## config.mk

```make
export PLATFORM = sky130hd
export DESIGN_NAME = inst_prefetch_queue
export DESIGN_NICKNAME = d
export VERILOG_FILES = /design/src/rtl/inst_prefetch_queue.sv
export SDC_FILE = /design/constraint.sdc
export NUM_CORES = 1
export LEC_CHECK = 0
export BUFFER_PORTS_ARGS = -buffer_cell sky130_fd_sc_hd__buf_4
export CAP_MARGIN = 25
export CORE_ASPECT_RATIO = 1.1
export CORE_MARGIN = 2
export CORE_UTILIZATION = 25
export DETAILED_ROUTE_END_ITERATION = 16
export PLACE_DENSITY = 0.52
export SYNTH_ARGS = -nofsm -noshare
export SYNTH_HDL_FRONTEND = slang
export SYNTH_SLANG_ARGS = --single-unit
```

## constraint.sdc

```tcl
create_clock -name clk -period 5.5 [get_ports clk]
set_input_delay 0.55 -clock clk [delete_from_list [all_inputs] [get_ports clk]]
set_output_delay 0.55 -clock clk [all_outputs]
set_load 0.01 [all_outputs]
```

## src/rtl/inst_prefetch_queue.sv

```systemverilog
// Instruction prefetch queue: issues sequential ROM fetches and buffers {pc, inst}
// pairs in a small FIFO presented to the core under a valid/ready handshake.
module inst_prefetch_queue #(
    parameter int unsigned DEPTH    = 4,
    parameter logic [31:0] RESET_PC = 32'h0000_0000
) (
    input  logic                         clk,
    input  logic                         rst,
    output logic                         rom_ce,
    output logic [31:0]                  rom_addr,
    input  logic [31:0]                  rom_inst,
    output logic                         inst_valid,
    output logic [31:0]                  inst_o,
    output logic [31:0]                  inst_pc,
    input  logic                         inst_ready,
    input  logic                         flush,
    input  logic [31:0]                  flush_pc,
    output logic [$clog2(DEPTH+1)-1:0]   q_count
);

    localparam int unsigned PW = $clog2(DEPTH);
    localparam int unsigned CW = $clog2(DEPTH + 1);

    typedef logic [PW-1:0] ptr_t;

    logic [31:0]   fpc_q, fpc_d;
    ptr_t          rd_ptr_q, rd_ptr_d;
    ptr_t          wr_ptr_q, wr_ptr_d;
    logic [CW-1:0] count_q, count_d;
    logic [63:0]   mem_q [DEPTH];

    logic full;
    logic pop;
    logic push;

    assign full       = (count_q == CW'(DEPTH));
    assign inst_valid = (count_q != '0);
    assign pop        = inst_valid & inst_ready & ~flush;
    // A full queue may still fetch when the head leaves in the same cycle.
    assign push       = rst & ~flush & (~full | pop);

    assign rom_ce   = push;
    assign rom_addr = fpc_q;
    assign inst_pc  = mem_q[rd_ptr_q][63:32];
    assign inst_o   = mem_q[rd_ptr_q][31:0];
    assign q_count  = count_q;

    always_comb begin
        fpc_d    = fpc_q;
        rd_ptr_d = rd_ptr_q;
        wr_ptr_d = wr_ptr_q;
        count_d  = count_q;
        if (flush) begin
            fpc_d    = {flush_pc[31:2], 2'b00};
            rd_ptr_d = '0;
            wr_ptr_d = '0;
            count_d  = '0;
        end else begin
            if (push) begin
                wr_ptr_d = ptr_t'(wr_ptr_q + 1'b1);
                fpc_d    = fpc_q + 32'd4;
            end
            if (pop) begin
                rd_ptr_d = ptr_t'(rd_ptr_q + 1'b1);
            end
            if (push && !pop) begin
                count_d = CW'(count_q + 1'b1);
            end else if (pop && !push) begin
                count_d = CW'(count_q - 1'b1);
            end
        end
    end

    always_ff @(posedge clk or negedge rst) begin
        if (!rst) begin
            fpc_q    <= RESET_PC;
            rd_ptr_q <= '0;
            wr_ptr_q <= '0;
            count_q  <= '0;
        end else begin
            fpc_q    <= fpc_d;
            rd_ptr_q <= rd_ptr_d;
            wr_ptr_q <= wr_ptr_d;
            count_q  <= count_d;
        end
    end

    // Storage needs no reset; occupancy alone decides what is visible.
    always_ff @(posedge clk) begin
        if (push) begin
            mem_q[wr_ptr_q] <= {fpc_q, rom_inst};
        end
    end

endmodule

```

==> impl_metrics.csv <==
group,metric,value,unit
worst_setup_path,arrival,2.65,ns
worst_setup_path,rr_startpoint,"q_count[2]$_DFFE_PN0P_",
logic_synthesis,synth_fa_ha_area_share,0.7361,%
clock_tree,postCtsSetupRepairBufs,0,
floorplan,num_io_pins,169,
routing,drtIter0Drc,326,
worst_setup_path,cp-end-kind,"primary output",
layout,final_util,31.81,%
worst_setup_path,critPathMaxStageDelay,0.74,ns
timing,worstMarginPinSlew,0.7661,ns
worst_setup_path,r2r_slack,2.47,ns
worst_setup_path,required,4.95,ns
timing,setup_ws,2.302,ns
min_path,holdCritPathClass,"input port to async pin",
power_and_ir_drop,peakVddDrop,147.4,µV
logic_synthesis,synth_edf_count,248,
clock_tree,cts_tree,"built",
routing,vias_per_cell,4.539,
worst_setup_path,critPathMaxFanout,21,
logic_synthesis,synth-main-ff-cell,"edfxtp_1",
place,dpl-instance-area,13120,µm²
logic_synthesis,synthArstFlopShare,12.98,%
logic_synthesis,synthCells,589,
routing,drtPass1Iterations,4,
floorplan,coreArea,44390,µm²
timing,setup_viol_count_final,0,
timing,rsz0062_at_grt,"no",
worst_setup_path,crit_slowest_cell,"dfrtp_4",
layout,stdcell_area,14120,µm²
floorplan,initial_core_util,25.27,%
layout,syn_to_final_growth,25.88,%
place,pre_cts_slack,2.151,ns
global_route,grt_pass1_wl,40.52,mm
worst_setup_path,startpoint,"rd_ptr_q[0]$_DFFE_PN0P_",
global_route,grt_max_degree,49,
layout,final_nets,835,
timing,clock_skew,0.01277,ns
logic_synthesis,synthDistinctLibCells,44,
timing,drv_slew,0,
clock_tree,clk_latency,0.57,ns
timing,finalSetupTns,0,ns
routing,drc_errors,0,
logic_synthesis,ys_seq_area_share,74.64,%
logic_synthesis,yosysWarnings,0,
worst_setup_path,r2r_cells,5,
logic_synthesis,synth-seq-cells,285,
logic_synthesis,synthMuxAreaShare,12.82,%
global_route,overflow,0,
clock_tree,cts_root_buf,"clkbuf_16",
routing,drtAntennaViolNets,0,
place,portBuffers,162,
logic_synthesis,syn-cell-area,11220,µm²
layout,diodes,0,
timing,holdWs,0.1071,ns
timing,maxSlewHeadroom,48.93,%
floorplan,die_h,226.2,µm
worst_setup_path,worstSetupPathType,"register to primary output",
floorplan,die_x,206.0,µm
timing,clock.fmax,312.7,MHz
floorplan,dieArea,46590,µm²
power_and_ir_drop,power_density,396.6,nW/µm²
worst_setup_path,worstSetupStartpointType,"register",
timing,timing.final.crit_period,3.198,ns
worst_setup_path,crit_top_cell,"buf_4",
floorplan,rows,81,
logic_synthesis,synth_compound_area_share,3.257,%
routing,wirelength,27.21,mm
place,hpwl,16.78,mm
power_and_ir_drop,p_leak,4.743,nW
clock_tree,numCtsBuffers,31,
timing,min_period_over_period,58.15,%
global_route,antenna_found_initial,0,
routing,wl_per_cell,19.90,µm
global_route,grt_pass1_vias,6268,
global_route,track_usage,11.58,%
job,cap_violations,0,
clock_tree,htree_levels,1,
logic_synthesis,synthXorXnorAreaFrac,0.7807,%
timing,hold_violations,0,
logic_synthesis,syn_avg_cell_area,19.05,µm²
layout,drive_gt1_share,37.28,%
clock_tree,cts_resized,0,
worst_setup_path,critical_path.cell_chain,"buf_4, mux4_2, buf_4",
routing,via_count,6205,
logic_synthesis,synth-simple-area-share,6.090,%
worst_setup_path,rr_endpoint,"mem_q[2][19]$_DFFE_PP_",
clock_tree,cts_hold_buf,0,
clock_tree,cts_max_path_buffers,3,
place,gp_congestion,0.7638,
logic_synthesis,synth_top_family_by_area,"multiplexers",
worst_setup_path,cp-endpoint,"inst_pc[10]",
clock_tree,clock-sinks,285,
outcome,status,"completed",
clock_tree,clk_pin_slew_worst_paths,0.06,ns
## worst min path at each step
stage,start,to,cells past startpoint
4_1_cts,rst,q_count[2]$_DFFE_PN0P_,2
2_1_floorplan,rst,q_count[0]$_DFFE_PN0P_,0
5_1_grt,rst,rom_addr[10]$_DFFE_PN0N_,2
3_5_place_dp,wr_ptr_q[1]$_DFFE_PN0N_,wr_ptr_q[1]$_DFFE_PN0N_,2
6_report,rst,rom_addr[10]$_DFFE_PN0N_,2
3_3_place_gp,wr_ptr_q[1]$_DFFE_PN0N_,wr_ptr_q[1]$_DFFE_PN0N_,2
## report_power, final
part           switching, mW  internal, mW
Combinational          0.450         0.499
Sequential             0.130          2.48
Clock                  0.851          1.19
## critical path: cells and delay by family (launching register included)
kind                   cells  cell delay, ns
muxes                      1            0.62
buffers and inverters      2            0.69
DFF                        1            0.74
## synth_stat cells (2+ instances only)
master | instances | area (µm²)
edfxtp_1 | 248 | 7447
mux4_2 | 62 | 1396
dfrtp_1 | 37 | 925.9
nor2_1 | 22 | 82.58
nand3_1 | 21 | 105.1
clkbuf_1 | 19 | 71.32
nand2_1 | 18 | 67.56
a31oi_1 | 17 | 106.4
or4_1 | 17 | 127.6
o31ai_1 | 15 | 112.6
nand4_1 | 14 | 87.58
o21ai_0 | 13 | 65.06
buf_2 | 10 | 50.05
xor2_1 | 9 | 78.83
inv_1 | 7 | 26.28
and2_1 | 6 | 37.54
and3_1 | 6 | 37.54
ha_1 | 5 | 62.56
a21oi_1 | 4 | 20.02
buf_4 | 4 | 30.03
and4_1 | 3 | 26.28
mux2i_1 | 3 | 30.03
nor2b_1 | 3 | 18.77
or3_1 | 3 | 18.77
a21boi_0 | 2 | 15.01
o211ai_1 | 2 | 15.01
or4b_1 | 2 | 20.02
## metal layers
metal	vias to the layer above	track usage, %	share of wire (%)
li1	2768	-	-
met1	3228	16.21	46
met2	168	18.05	46
met3	41	2.583	6.3
met4	0	3.249	2.0
met5	-	0	0
## final cells by class
class	instances	area, µm²
inverters	8	30.03
flip-flops and latches	285	8381
clock inverters	20	193.9
repair buffers	170	1296
fillers	4371	30270
well taps	581	726.9
clock buffers	38	812.0
multi-input cells	265	2681
## cells by family (layout without fill, tap and decap cells)
family,after synthesis,count (layout)
compound gates,57,57
simple gates,122,122
other cells,1,4
mux,66,66
fa+ha+maj,6,6
xor+xnor,10,10
flops,285,285
buf+inv,42,236
## flip-flops by register name, indices dropped and copies added, names as in the netlist
signal and cells:
mem_q 248, q_count 3, rd_ptr_q 2, rom_addr 30
wr_ptr_q 2
## per-stage QoR
step                instances  total power [mW]
global route             1367             5.864
global placement         1308             3.618
CTS                      1367             5.706
floorplan                 592             3.143
finish                   1367             5.601
detailed placement       1309             3.633
## cell usage in the layout (no fill, tap or decap), drive strengths merged, types with 10 or more instances in the layout
cell      n
a31oi    17
clkinv   10
nand4    14
edfxtp  248
mux4     62
or4      18
o31ai    15
o21ai    13
clkbuf   38
nand2    18
nand3    21
dfrtp    37
nor2     22
buf     170
Power figures use the tool's default switching activity.
